### config.mk
export PLATFORM = sky130hd
export DESIGN_NAME = rainbow_sequencer_flat
export DESIGN_NICKNAME = d
export VERILOG_FILES = /design/src/rtl/rainbow_sequencer_pkg.sv /design/src/rtl/rainbow_sequencer_if.sv /design/src/rtl/rainbow_sequencer_pwm_channel.sv /design/src/rtl/rainbow_sequencer.sv /design/src/flat_wrapper.sv
export SDC_FILE = /design/constraint.sdc
export NUM_CORES = 1
export LEC_CHECK = 0
export ABC_AREA = 1
export BUFFER_PORTS_ARGS = -buffer_cell sky130_fd_sc_hd__buf_2
export CAP_MARGIN = 15
export CORE_MARGIN = 4
export CORE_UTILIZATION = 52
export DETAILED_ROUTE_END_ITERATION = 12
export PLACE_DENSITY = 0.75
export RECOVER_POWER = 25
export SLEW_MARGIN = 40
export SYNTH_ARGS = -nofsm -noshare
export SYNTH_HDL_FRONTEND = slang
export SYNTH_SLANG_ARGS = --single-unit
### constraint.sdc
create_clock -name clk -period 4.65 [get_ports clk]
set_clock_uncertainty 0.15 [all_clocks]
set_input_delay 0.2325 -clock clk [delete_from_list [all_inputs] [get_ports clk]]
set_output_delay 0.2325 -clock clk [all_outputs]
set_load 0.01 [all_outputs]
### src/rtl/rainbow_sequencer_pkg.sv
// Shared types for the rainbow hue-wheel sequencer: segment index,
// per-channel drive mode and the segment -> channel-mode table.
package rainbow_pkg;

  typedef logic [2:0] seg_t;

  typedef enum logic [1:0] {OFF, FULL, RISE, FALL} chan_mode_t;

  localparam int NUM_SEGS = 6;

  typedef struct packed {
    chan_mode_t r;
    chan_mode_t g;
    chan_mode_t b;
  } seg_modes_t;

  // Adjacent segments hand over a channel at equal duty, so the wheel is
  // colour-continuous in both directions.
  function automatic seg_modes_t seg_modes(input seg_t seg);
    seg_modes_t m;
    case (seg)
      3'd0:    m = '{r: FULL, g: RISE, b: OFF };
      3'd1:    m = '{r: FALL, g: FULL, b: OFF };
      3'd2:    m = '{r: OFF,  g: FULL, b: RISE};
      3'd3:    m = '{r: OFF,  g: FALL, b: FULL};
      3'd4:    m = '{r: RISE, g: OFF,  b: FULL};
      3'd5:    m = '{r: FULL, g: OFF,  b: FALL};
      default: m = '{r: OFF,  g: OFF,  b: OFF };
    endcase
    return m;
  endfunction

endpackage

### src/rtl/rainbow_sequencer_if.sv
// Control inputs and LED/status outputs of the rainbow sequencer.
// The master side (board top / bench) drives en and dir; the slave side
// (the sequencer) drives the LED pins and the hue status.
interface rainbow_sequencer_if
  import rainbow_pkg::*;
#(
  parameter int PWM_BITS = 8
);
  logic                en;
  logic                dir;
  logic                RGB_R;
  logic                RGB_G;
  logic                RGB_B;
  seg_t                hue_seg;
  logic [PWM_BITS-1:0] hue_lvl;
  logic                seg_wrap;

  modport master (
    output en, dir,
    input  RGB_R, RGB_G, RGB_B, hue_seg, hue_lvl, seg_wrap
  );

  modport slave (
    input  en, dir,
    output RGB_R, RGB_G, RGB_B, hue_seg, hue_lvl, seg_wrap
  );
endinterface

### src/rtl/rainbow_sequencer_pwm_channel.sv
// Combinational duty compare for one LED channel. RISE/FALL top out at
// MAX/(MAX+1) duty; only FULL is continuously on.
module pwm_channel
  import rainbow_pkg::*;
#(
  parameter int PWM_BITS = 8
) (
  input  chan_mode_t          mode,
  input  logic [PWM_BITS-1:0] lvl,
  input  logic [PWM_BITS-1:0] pwm_cnt,
  output logic                on
);

  localparam logic [PWM_BITS-1:0] MAX = '1;

  // Compare the running PWM count against the level (or its complement).
  always_comb begin
    on = 1'b0;
    unique case (mode)
      OFF:     on = 1'b0;
      FULL:    on = 1'b1;
      RISE:    on = (pwm_cnt < lvl);
      FALL:    on = (pwm_cnt < (MAX - lvl));
      default: on = 1'b0;
    endcase
  end

endmodule

### src/rtl/rainbow_sequencer.sv
// Rainbow hue-wheel sequencer: PWM prescaler and counter, hue step divider,
// six-segment hue state and registered RGB LED drive.
module rainbow_sequencer
  import rainbow_pkg::*;
#(
  parameter int PWM_BITS     = 8,
  parameter int PWM_PRESCALE = 5,
  parameter int STEP_DIV     = 7812,
  parameter bit ACTIVE_LOW   = 1'b1
) (
  input logic                clk,
  input logic                rst_n,
  rainbow_sequencer_if.slave bus
);

  localparam int PRE_W  = (PWM_PRESCALE > 1) ? $clog2(PWM_PRESCALE) : 1;
  localparam int STEP_W = (STEP_DIV > 1) ? $clog2(STEP_DIV) : 1;

  localparam logic [PRE_W-1:0]    PRE_LAST  = PRE_W'(PWM_PRESCALE - 1);
  localparam logic [STEP_W-1:0]   STEP_LAST = STEP_W'(STEP_DIV - 1);
  localparam logic [PWM_BITS-1:0] MAX       = '1;
  localparam seg_t                SEG_LAST  = seg_t'(NUM_SEGS - 1);

  logic [PRE_W-1:0]    r_pre;
  logic [PWM_BITS-1:0] r_pwm_cnt;
  logic [STEP_W-1:0]   r_step;
  seg_t                r_seg;
  logic [PWM_BITS-1:0] r_lvl;
  logic                r_wrap;
  logic                r_rgb_r;
  logic                r_rgb_g;
  logic                r_rgb_b;

  logic       w_pwm_tick;
  logic       w_step_tick;
  logic       w_fwd_wrap;
  logic       w_rev_wrap;
  seg_modes_t w_modes;
  logic       w_on_r;
  logic       w_on_g;
  logic       w_on_b;

  assign w_pwm_tick  = (r_pre == PRE_LAST);
  assign w_step_tick = (r_step == STEP_LAST) && bus.en;
  assign w_fwd_wrap  = (r_seg == SEG_LAST) && (r_lvl == MAX);
  assign w_rev_wrap  = (r_seg == '0) && (r_lvl == '0);
  assign w_modes     = seg_modes(r_seg);

  // Prescaler divides clk down to PWM ticks; the PWM counter wraps MAX -> 0.
  always_ff @(posedge clk or negedge rst_n) begin
    if (!rst_n) begin
      r_pre     <= '0;
      r_pwm_cnt <= '0;
    end else if (w_pwm_tick) begin
      r_pre     <= '0;
      r_pwm_cnt <= r_pwm_cnt + 1'b1;
    end else begin
      r_pre     <= r_pre + 1'b1;
    end
  end

  // Step divider only counts while enabled, so a pause resumes mid-count.
  always_ff @(posedge clk or negedge rst_n) begin
    if (!rst_n) begin
      r_step <= '0;
    end else if (bus.en) begin
      r_step <= (r_step == STEP_LAST) ? '0 : r_step + 1'b1;
    end
  end

  // Hue state walks the wheel one level per step tick in the sampled direction.
  always_ff @(posedge clk or negedge rst_n) begin
    if (!rst_n) begin
      r_seg  <= '0;
      r_lvl  <= '0;
      r_wrap <= 1'b0;
    end else begin
      r_wrap <= w_step_tick && (bus.dir ? w_rev_wrap : w_fwd_wrap);
      if (w_step_tick) begin
        if (!bus.dir) begin
          if (r_lvl != MAX) begin
            r_lvl <= r_lvl + 1'b1;
          end else begin
            r_lvl <= '0;
            r_seg <= (r_seg == SEG_LAST) ? '0 : r_seg + 1'b1;
          end
        end else begin
          if (r_lvl != '0) begin
            r_lvl <= r_lvl - 1'b1;
          end else begin
            r_lvl <= MAX;
            r_seg <= (r_seg == '0) ? SEG_LAST : r_seg - 1'b1;
          end
        end
      end
    end
  end

  pwm_channel #(.PWM_BITS(PWM_BITS)) u_chan_r (
    .mode    (w_modes.r),
    .lvl     (r_lvl),
    .pwm_cnt (r_pwm_cnt),
    .on      (w_on_r)
  );

  pwm_channel #(.PWM_BITS(PWM_BITS)) u_chan_g (
    .mode    (w_modes.g),
    .lvl     (r_lvl),
    .pwm_cnt (r_pwm_cnt),
    .on      (w_on_g)
  );

  pwm_channel #(.PWM_BITS(PWM_BITS)) u_chan_b (
    .mode    (w_modes.b),
    .lvl     (r_lvl),
    .pwm_cnt (r_pwm_cnt),
    .on      (w_on_b)
  );

  // LED pins are registered and polarity-adjusted; reset leaves all LEDs dark.
  always_ff @(posedge clk or negedge rst_n) begin
    if (!rst_n) begin
      r_rgb_r <= ACTIVE_LOW;
      r_rgb_g <= ACTIVE_LOW;
      r_rgb_b <= ACTIVE_LOW;
    end else begin
      r_rgb_r <= w_on_r ^ ACTIVE_LOW;
      r_rgb_g <= w_on_g ^ ACTIVE_LOW;
      r_rgb_b <= w_on_b ^ ACTIVE_LOW;
    end
  end

  assign bus.RGB_R    = r_rgb_r;
  assign bus.RGB_G    = r_rgb_g;
  assign bus.RGB_B    = r_rgb_b;
  assign bus.hue_seg  = r_seg;
  assign bus.hue_lvl  = r_lvl;
  assign bus.seg_wrap = r_wrap;

endmodule

### src/flat_wrapper.sv
// flat-port wrapper written by rule: the top's interface ports become plain ports
module rainbow_sequencer_flat import rainbow_pkg::*;
#(
  parameter int PWM_BITS     = 8,
  parameter int PWM_PRESCALE = 5,
  parameter int STEP_DIV     = 7812,
  parameter bit ACTIVE_LOW   = 1'b1
)
  (clk, rst_n, bus_en, bus_dir, bus_RGB_R, bus_RGB_G, bus_RGB_B, bus_hue_seg, bus_hue_lvl, bus_seg_wrap);
  rainbow_sequencer_if #(.PWM_BITS(PWM_BITS)) bus_i ();
  input logic clk;
  input logic rst_n;
  input wire logic [$bits(bus_i.en)-1:0] bus_en;
  input wire logic [$bits(bus_i.dir)-1:0] bus_dir;
  output wire logic [$bits(bus_i.RGB_R)-1:0] bus_RGB_R;
  output wire logic [$bits(bus_i.RGB_G)-1:0] bus_RGB_G;
  output wire logic [$bits(bus_i.RGB_B)-1:0] bus_RGB_B;
  output wire logic [$bits(bus_i.hue_seg)-1:0] bus_hue_seg;
  output wire logic [$bits(bus_i.hue_lvl)-1:0] bus_hue_lvl;
  output wire logic [$bits(bus_i.seg_wrap)-1:0] bus_seg_wrap;
  assign bus_i.en = bus_en;
  assign bus_i.dir = bus_dir;
  assign bus_RGB_R = bus_i.RGB_R;
  assign bus_RGB_G = bus_i.RGB_G;
  assign bus_RGB_B = bus_i.RGB_B;
  assign bus_hue_seg = bus_i.hue_seg;
  assign bus_hue_lvl = bus_i.hue_lvl;
  assign bus_seg_wrap = bus_i.seg_wrap;
  rainbow_sequencer #(.PWM_BITS(PWM_BITS), .PWM_PRESCALE(PWM_PRESCALE), .STEP_DIV(STEP_DIV), .ACTIVE_LOW(ACTIVE_LOW)) u_core (.clk(clk), .rst_n(rst_n), .bus(bus_i));
endmodule
==> results of run 1 <==
-- final timing paths --
check	cells past startpoint	to	from
max	2	u_core.bus.hue_lvl[0]	rst_n
max reg2reg	8	u_core.bus.RGB_B	u_core.bus.hue_lvl[6]
max in group clk	8	u_core.bus.RGB_B	u_core.bus.hue_lvl[6]
min	2	u_core.r_step[0]	bus_en
min reg2reg	1	u_core.r_pre[0]	u_core.r_pre[0]
min in group asynchronous	2	u_core.bus.hue_seg[2]	rst_n
-- synthesized netlist by cell type, drive strengths merged (2+ instances only) --
cell,number
xor2,15
nor2,36
o21bai,3
nor3,13
nand4,9
ha,22
inv,56
and3,2
buf,3
nand2,97
dfstp,3
nand3,27
o21ai,20
dfrtp,36
a21oi,14
xnor2,4
-- per-stage QoR --
step | std cells | hold slack, ns
final | 459 | 0.08079
after global routing | 459 | 0.09056
after CTS | 459 | 0.06746
after detailed placement | 450 | 0.08845
after global placement | 450 | 0.2578
after floorplan | 366 | -0.2131
-- power breakdown --
group	switching, mW	internal, mW
logic	0.0789	0.0437
registers	0.0335	0.369
clock network	0.118	0.135
-- flip-flops by register name, indices dropped and copies added, names as in the netlist --
name	cells
u_core.r_step	13
u_core.bus.hue_lvl	8
u_core.r_pwm_cnt	8
u_core.bus.hue_seg	3
u_core.r_pre	3
u_core.bus.RGB_B	1
u_core.bus.RGB_G	1
u_core.bus.RGB_R	1
u_core.bus.seg_wrap	1
-- per-layer routing --
metal  GRT usage, %  share of wire, %
met2          31.79                50
met5              0                 0
met4          6.926              0.95
met1          23.49                46
met3          3.251               3.6
-- cells by family after synthesis --
group | share of synthesized area [%]
XOR/XNOR | 6.090
AO/OA/AOI/OAI | 8.150
AND/OR/NAND/NOR | 30.77
buffers and inverters | 9.066
flip-flops | 35.85
adder cells (fa/ha/maj) | 10.07
-- final cells by class --
| class | instances | share of cell area, % |
|---|---|---|
| Clock buffer | 7 | 3.223 |
| Clock inverter | 1 | 0.2512 |
| Inverter | 57 | 7.158 |
| Multi-Input combinational cell | 266 | 50.36 |
| Sequential cell | 39 | 32.78 |
| Tap cell | 70 | 2.930 |
| Timing Repair Buffer | 19 | 3.307 |
-- timing repair --
item / CTS / global route
hold endpoints to repair: 36 / 0
hold buffers: 1 / 0
setup endpoints to repair: 0 / 0
==> impl_metrics.ini, run 1 <==
[worst_hold_path]
hp-class = input port to register

[synth]
synth_edf_count = 0
post_synth.cell_area_avg_um2 = 7.466
synth-async-reset-ratio_pct = 100.0
synthDistinctLibCells = 31
syn-num-nets = 392
yosys-top-cells-area = dfrtp_1 (33%), nand2_1 (13%), ha_1 (10%), inv_1 (6.5%), nand3_1 (4.9%)
yosysTopAreaCell = dfrtp_1
ys_warn_count = 0
synth_cells = 366
synth-seq-area-share_pct = 35.85
synth_ff_type = dfrtp_1
syn_area_um2 = 2733
synth.top_cell.area_share_pct = 32.97
ys_ff_latch = 39

[cts]
cts_root_buf = clkbuf_8
htree_num_levels = 2
cts_setup_buffers = 0
cts_tree = done
ctsResizeCount = 0
clk_pin_slew_ns = 0.07
insertion_delay_ns = 0.29
cts_buffers = 5
ctsLongestPathBuffers = 2
cts.sinks = 39

[setup_path]
cp_num_buf_inv = 2
arrival_ns = 2.27
end_kind = asynchronous set/reset pin
critPathMaxStageDelay_ns = 1.50
path_class = input port to asynchronous set/reset pin
critPathRequiredTime_ns = 4.47
path_delay_family = buffers and inverters
cp_cell_sequence = dlygate4sd3_1 -> clkbuf_1
critPathSlowestCell = clkbuf_1
startpoint_type = input port
crit_fanout = 39
r2r_slack_ns = 2.74

[timing]
period_share_pct = 52.65
worstMarginPinSlew_ns = 2.112
hold_violations = 0
fin_crit_ns = 2.448
fmaxAchievable_mhz = 408.5
fin_ws_ns = 2.202
slew_violations = 40
slew_headroom_pct = -40.82
rsz0062_at_grt = false
fin_tns_setup_ns = 0
finalSetupViolations = 0

[power]
power_uw = 778.6
total_leakage_power_nw = 1.600
power_density_nw_per_um2 = 260.5
ir_drop_v = 0.0001683

[route]
ant_nets = 0
drt_first_pass_iters = 4
drcViolationCount = 0
drtIter0Drc = 178
wl_per_cell_um = 12.10
vias = 2353
drt-total-wl_mm = 5.555
vias_per_cell = 5.126

[flow_run]
drv_cap = 1

[floorplan]
num_rows = 26
die_w_um = 80.49
start_util_pct = 53.50
fp.dieH_um = 80.49
io_pins = 19
coreArea_um2 = 5107
die-area_um2 = 6479

[cells_and_area]
most-common-layout-cells = nand2_1 (93), inv_1 (47), dfrtp_1 (36)
drive_gt1_share_pct = 13.88
fill_cells = 496
multi_input_comb_area_um2 = 1505
seq_area_um2 = 979.7
utilization_pct = 58.53
final_common_cell = nand2_1
insertedDiodeCount = 0
design_area_um2 = 2989
nNetsFinal = 414
areaGrowthSynthToFinish_pct = 9.387

[status]
violations = capacitance limit, slew limit
status = finished, violations left

[grt]
grt_overflow = 0
grt_max_degree = 40
grtUsageTotal_pct = 18.66
grt_first_pass_wirelength_mm = 9.584
grt_pass1_vias = 2245
antenna_found_initial = 0

[place]
gpl.final_weighted_congestion = 0.9189
portBuffers = 18
place_area_um2 = 2879
hpwlAfterDp_mm = 4.247
pre_cts_slack_ns = 2.744
Power figures use the tool's default switching activity.
==> run 2: changes to the inputs <==
--- a/config.mk
+++ b/config.mk
@@ -5,7 +5,7 @@
 export SDC_FILE = /design/constraint.sdc
 export NUM_CORES = 1
 export LEC_CHECK = 0
-export ABC_AREA = 1
+export ABC_AREA = 0
 export BUFFER_PORTS_ARGS = -buffer_cell sky130_fd_sc_hd__buf_2
 export CAP_MARGIN = 15
 export CORE_MARGIN = 4
==> constraint.sdc (replaced) <==
create_clock -name clk -period 2.5 [get_ports clk]
set_clock_uncertainty 0.15 [all_clocks]
set_input_delay 0.125 -clock clk [delete_from_list [all_inputs] [get_ports clk]]
set_output_delay 0.125 -clock clk [all_outputs]
set_load 0.01 [all_outputs]
==> run 2 against run 1 <==
  * The run now ends clean
  * Global-route usage shrank 0.22 points
  * Sequential power up 84%
  * Total power rose by 73%
  * Die area is 4.3% lower
==> impl_metrics.ini, run 2 <==
[grt]
antenna_found_initial = 0
met1_usage_pct = 25.18
grt_max_degree = 40
grt.met3_usage_pct = 3.288
grt_overflow = 0
grtUsageTotal_pct = 18.43
busiest_layer = met2
grt_pass1_vias = 1951
use_met2_pct = 28.61
grt_first_pass_wirelength_mm = 9.142

[floorplan]
fp.dieH_um = 78.76
coreArea_um2 = 4786
start_util_pct = 54.41
die-area_um2 = 6203
io_pins = 19
die_w_um = 78.76
num_rows = 25

[timing]
slew_headroom_pct = 37.13
fin_tns_setup_ns = 0
finalSetupViolations = 0
rsz0062_at_grt = false
worstMarginPinSlew_ns = 0.9430
slew_violations = 0
period_share_pct = 92.32
hold_violations = 0
timing.hold.ws_ns = 0.02163
fmaxAchievable_mhz = 433.3
fin_crit_ns = 2.308
fin_ws_ns = 0.1920

[cells_and_area]
nNetsFinal = 330
areaGrowthSynthToFinish_pct = 9.851
insertedDiodeCount = 0
most-common-layout-cells = dfrtp_1 (36), nor2_1 (24), nand2_1 (23)
drive_gt1_share_pct = 13.77
largest_register_ff_count = 13
final_common_cell = dfrtp_1
regMostFlops = u_core.r_step
stdcell_count = 372
design_area_um2 = 2860
utilization_pct = 59.76

[synth]
syn-num-nets = 311
synth_most_common_cell = dfrtp_1
synthDistinctLibCells = 52
synth_edf_count = 0
muxShareOfSynthArea_pct = 1.586
synth_top_family_by_area = simple AND/OR/NAND/NOR gates
synth_fa_ha_area_share_pct = 10.57
synth.top_cell.area_share_pct = 34.60
synth_ff_type = dfrtp_1
synth-seq-area-share_pct = 37.63
synth_cells = 285
synth-async-reset-ratio_pct = 100.0
yosysTopAreaCell = dfrtp_1
ys_warn_count = 0
post_synth.cell_area_avg_um2 = 9.136
yosys.area_share.simple_pct = 21.58
synthTopCellsByCount = dfrtp_1 (36), nor2_1 (24), nand2_1 (23)
ys_ff_latch = 39
syn_area_um2 = 2604
yosys-top-cells-area = dfrtp_1 (35%), ha_1 (11%), xnor2_1 (5.4%), nor2_1 (3.5%), nand2_1 (3.3%)
synth_xor_xnor_area_share_pct = 6.391
synth_compound_area_share_pct = 16.72

[cts]
ctsLongestPathBuffers = 2
clk_pin_slew_ns = 0.08
htree_num_levels = 2
ctsResizeCount = 0
cts_buffers = 5
cts_root_buf = clkbuf_8
cts_tree = done
cts_setup_buffers = 0
insertion_delay_ns = 0.29
cts.sinks = 39

[worst_hold_path]
min-delay-start = bus_en
hp-class = input port to register

[setup_path]
critPathMaxStageDelay_ns = 0.64
r2r_cells = 7
crit_fanout = 12
arrival_ns = 2.37
worstReg2RegStart = u_core.bus.hue_lvl[2]
critPathSlowestCell = dfrtp_1
path_class = register to register
critPathRequiredTime_ns = 2.56
startpoint = u_core.bus.hue_lvl[2]
end_kind = register
r2r-end = u_core.bus.RGB_B
cp_cell_sequence = inv_1 -> ha_1 -> o21ai_0 -> o21ai_1 -> a21oi_1 -> a311o_1 -> o211ai_1
r2r_slack_ns = 0.19
crit_end = u_core.bus.RGB_B
startpoint_type = register

[route]
ant_nets = 0
drt_first_pass_iters = 4
wl_per_cell_um = 14.37
vias_per_cell = 5.734
drt-total-wl_mm = 5.345
vias = 2133
drtIter0Drc = 256
drcViolationCount = 0

[power]
power_mw = 1.350
ir_drop_v = 0.0004104
total_leakage_power_nw = 1.252
power_density_nw_per_um2 = 472.0

[place]
hpwlAfterDp_mm = 3.860
place_area_um2 = 2753
place_inst = 363
gpl.final_weighted_congestion = 0.8882
pre_cts_slack_ns = 0.2565
portBuffers = 18

[flow_run]
drv_cap = 0

[status]
status = finished, final reports clean
[run 2: cell types whose count changed in the layout (fill, tap and decap cells not counted), sizes merged, moves of 7 or more]
| cell | change |
|---|---|
| xnor2 | +12 |
| nand2 | -73 |
| nor2 | -12 |
| xor2 | -12 |
| nand3 | -16 |
| a31oi | +7 |
| inv | -37 |
[run 2: layout make-up]
| cell class | count | area [um^2] |
|---|---|---|
| flip-flops and latches | 39 | 979.7 |
| clock buffers | 8 | 100.1 |
| inverters | 19 | 71.32 |
| repair buffers | 25 | 145.1 |
| multi-input cells | 214 | 1480 |
| well taps | 67 | 83.83 |
| fillers | 434 | 1926 |
[run 2: routing by layer]
layer / routed length [um] / share of wire [%]
met1: 2553 / 48
met2: 2431 / 45
met3: 209 / 3.9
met4: 151 / 2.8
met5: 0 / 0
[run 2: timing repair]
item / in CTS / in global routing
hold buffers: 1 / 0
endpoints found under the hold margin: 36 / 0
setup endpoints to repair: 0 / 0
[run 2: power breakdown]
group          switching [mW]  total (mW)  internal [mW]
clock network           0.216       0.468          0.252
registers              0.0683       0.742          0.674
logic                  0.0778       0.140         0.0627
[run 2: critical path, delay by kind of cell (launching register included)]
kind / cells / cell delay (ns)
adder cells (fa/ha/maj): 1 / 0.33
flip-flops: 1 / 0.64
buffers and inverters: 1 / 0.15
AO/OA/AOI/OAI: 5 / 0.95
[run 2: how the worst min path moves through the flow]
stage,to,cells after the start,slack [ns]
detailed placement,u_core.bus.hue_lvl[4],1,-0.02
global placement,u_core.bus.hue_lvl[4],1,0.13
CTS,u_core.r_step[1],2,0.01
global route,u_core.r_step[2],2,0.05
floorplan,u_core.bus.hue_lvl[0],0,-0.32
finish,u_core.r_step[1],2,0.02
[run 2: logic make-up after synthesis]
kind of cell	count (synthesis)
AO/OA/AOI/OAI	65
XOR/XNOR	19
adder cells (fa/ha/maj)	22
buffers and inverters	32
flip-flops	39
multiplexers	4
AND/OR/NAND/NOR	104
==> run 3: changes to the inputs <==
--- a/config.mk
+++ b/config.mk
@@ -11,6 +11,7 @@
 export CORE_MARGIN = 4
 export CORE_UTILIZATION = 52
 export DETAILED_ROUTE_END_ITERATION = 12
+export GPL_TIMING_DRIVEN = 0
 export PLACE_DENSITY = 0.75
 export RECOVER_POWER = 25
 export SLEW_MARGIN = 40
==> run 3 against run 2 <==
  * Register-to-register slack got worse by 0.11 ns
  * Total power rose by 5.9%
  * Die area stayed put
  * Count of clock-buffer cells in the layout is 2 lower
  * Largest power group unchanged
  * Clock power is 17% higher
  * Sequential share of layout area decreased by 0.47 points
  * Largest cell class unchanged
  * Flip-flop and latch count unchanged
  * Combinational power barely moved
  * Highest routed layer unchanged
  * Wire length shrank 0.58%
==> impl_metrics.ini, run 3 (synthesis results as in run 2) <==
[timing]
slew_headroom_pct = 34.83
finalSetupViolations = 0
fin_tns_setup_ns = 0
hold_violations = 0
fmaxAchievable_mhz = 413.6
fin_crit_ns = 2.418
rsz0062_at_grt = false
slew_violations = 0
timing.hold.ws_ns = 0.09146
worstMarginPinSlew_ns = 0.9775
period_share_pct = 96.70

[setup_path]
critPathSlowestCell = dfrtp_1
startpoint_type = register
path_class = register to register
crit_fanout = 10
critPathMaxStageDelay_ns = 0.50
cp_cell_sequence = ha_1 -> nand3_4 -> nor3_1 -> nor2_1 -> or3_1 -> a221o_1
end_kind = register
critPathRequiredTime_ns = 2.52
arrival_ns = 2.44

[cells_and_area]
fill_cells = 412
nNetsFinal = 336
areaGrowthSynthToFinish_pct = 11.39
most-common-layout-cells = dfrtp_1 (36), nor2_1 (24), nand2_1 (23)
utilization_pct = 60.60
multi_input_comb_area_um2 = 1480
final_common_cell = dfrtp_1
stdcell_count = 378
drive_gt1_share_pct = 13.18
largest_register_ff_count = 13
regMostFlops = u_core.r_step
insertedDiodeCount = 0
seq_area_um2 = 979.7

[grt]
grt_overflow = 0
antenna_found_initial = 0
grtUsageTotal_pct = 19.05
grt_pass1_vias = 2107
grt_max_degree = 40
grt_first_pass_wirelength_mm = 9.459

[route]
wl_per_cell_um = 14.06
drcViolationCount = 0
vias = 2152
vias_per_cell = 5.693
drt-total-wl_mm = 5.314
drtIter0Drc = 139
ant_nets = 0
drt_first_pass_iters = 4

[floorplan]
die_w_um = 78.76
die-area_um2 = 6203
fp.dieH_um = 78.76
num_rows = 25
start_util_pct = 54.41
coreArea_um2 = 4786
io_pins = 19

[cts]
insertion_delay_ns = 0.29
cts_tree = done
cts_root_buf = clkbuf_8
cts.sinks = 39
cts_buffers = 5
ctsResizeCount = 0
hold_buffers = 1
htree_num_levels = 2
cts_setup_buffers = 0
clk_pin_slew_ns = 0.07
ctsLongestPathBuffers = 2

[power]
net-switching-power_uw = 371.8
combPwrFrac_pct = 9.6
p_seq_share_pct = 52.2
power_frac_clock_pct = 38.2
power_density_nw_per_um2 = 492.8
p_int_mw = 1.057
power_mw = 1.429
total_leakage_power_nw = 1.266
ir_drop_v = 0.0004653
switching_share_pct = 26.02

[flow_run]
drv_cap = 0

[place]
gpl.final_weighted_congestion = 0.8504
place_inst = 369
hpwlAfterDp_mm = 3.880
portBuffers = 17

[worst_hold_path]
hp-class = input port to register

[status]
status = finished, final reports clean
run 3: cell count changes in the layout (fill, tap and decap cells not counted), sizes merged:
cell	delta
buf	-2
bufinv	+1
clkbuf	+6
clkinv	+1
run 3: power groups by stage:
stage | registers (mW) | logic (mW) | clock network [mW]
final | 0.746 | 0.138 | 0.546
after global routing | 0.755 | 0.157 | 0.597
after CTS | 0.743 | 0.139 | 0.558
after detailed placement | 0.755 | 0.137 | 0
after global placement | 0.756 | 0.133 | 0
after floorplan | 0.740 | 0.103 | 0
run 3: worst max-delay path: cells and delay by family, from the launching register on:
family | cells | cell delay, ns
AND/OR/NAND/NOR | 4 | 0.94
flip-flops | 1 | 0.50
AO/OA/AOI/OAI | 1 | 0.36
adder cells (fa/ha/maj) | 1 | 0.34
run 3: area by class of cell:
cell class                 instances  share of cell area (%)
buffer                            13                   2.502
timing repair buffer              18                   3.279
inverter                          19                   2.459
sequential                        39                   33.78
multi-input combinational        214                   51.04
tap                               67                   2.890
clock buffer                       6                   2.847
clock inverter                     2                   1.208
run 3: worst paths after layout:
| kind | startpoint | end | slack [ns] | cells past startpoint |
|---|---|---|---|---|
| max | u_core.bus.hue_lvl[0] | u_core.bus.hue_seg[1] | 0.08 | 6 |
| min | bus_en | u_core.bus.seg_wrap | 0.09 | 4 |
| max reg2reg | u_core.bus.hue_lvl[0] | u_core.bus.hue_seg[1] | 0.08 | 6 |
| min reg2reg | u_core.r_pre[0] | u_core.r_pre[0] | 0.32 | 1 |
| max in group asynchronous | rst_n | u_core.bus.hue_lvl[0] | 1.23 | 2 |
| min in group asynchronous | rst_n | u_core.bus.hue_lvl[3] | 0.37 | 2 |
run 3: stage by stage:
| stage | setup WS (ns) | instance area, um^2 |
|---|---|---|
| final | 0.08238 | 2900 |
| after global routing | 0.01195 | 2900 |
| after CTS | 0.1089 | 2903 |
| after detailed placement | 0.1220 | 2775 |
| after global placement | 0.1455 | 2773 |
| after floorplan | 0.3272 | 2604 |
run 3: layer usage:
metal / routed length (um) / track usage (%) / vias to the layer above
li1: - / - / 1084
met1: 2446 / 24.09 / 1011
met2: 2511 / 31.83 / 47
met3: 242 / 3.968 / 10
met4: 113 / 7.517 / 0
met5: 0 / 0 / -
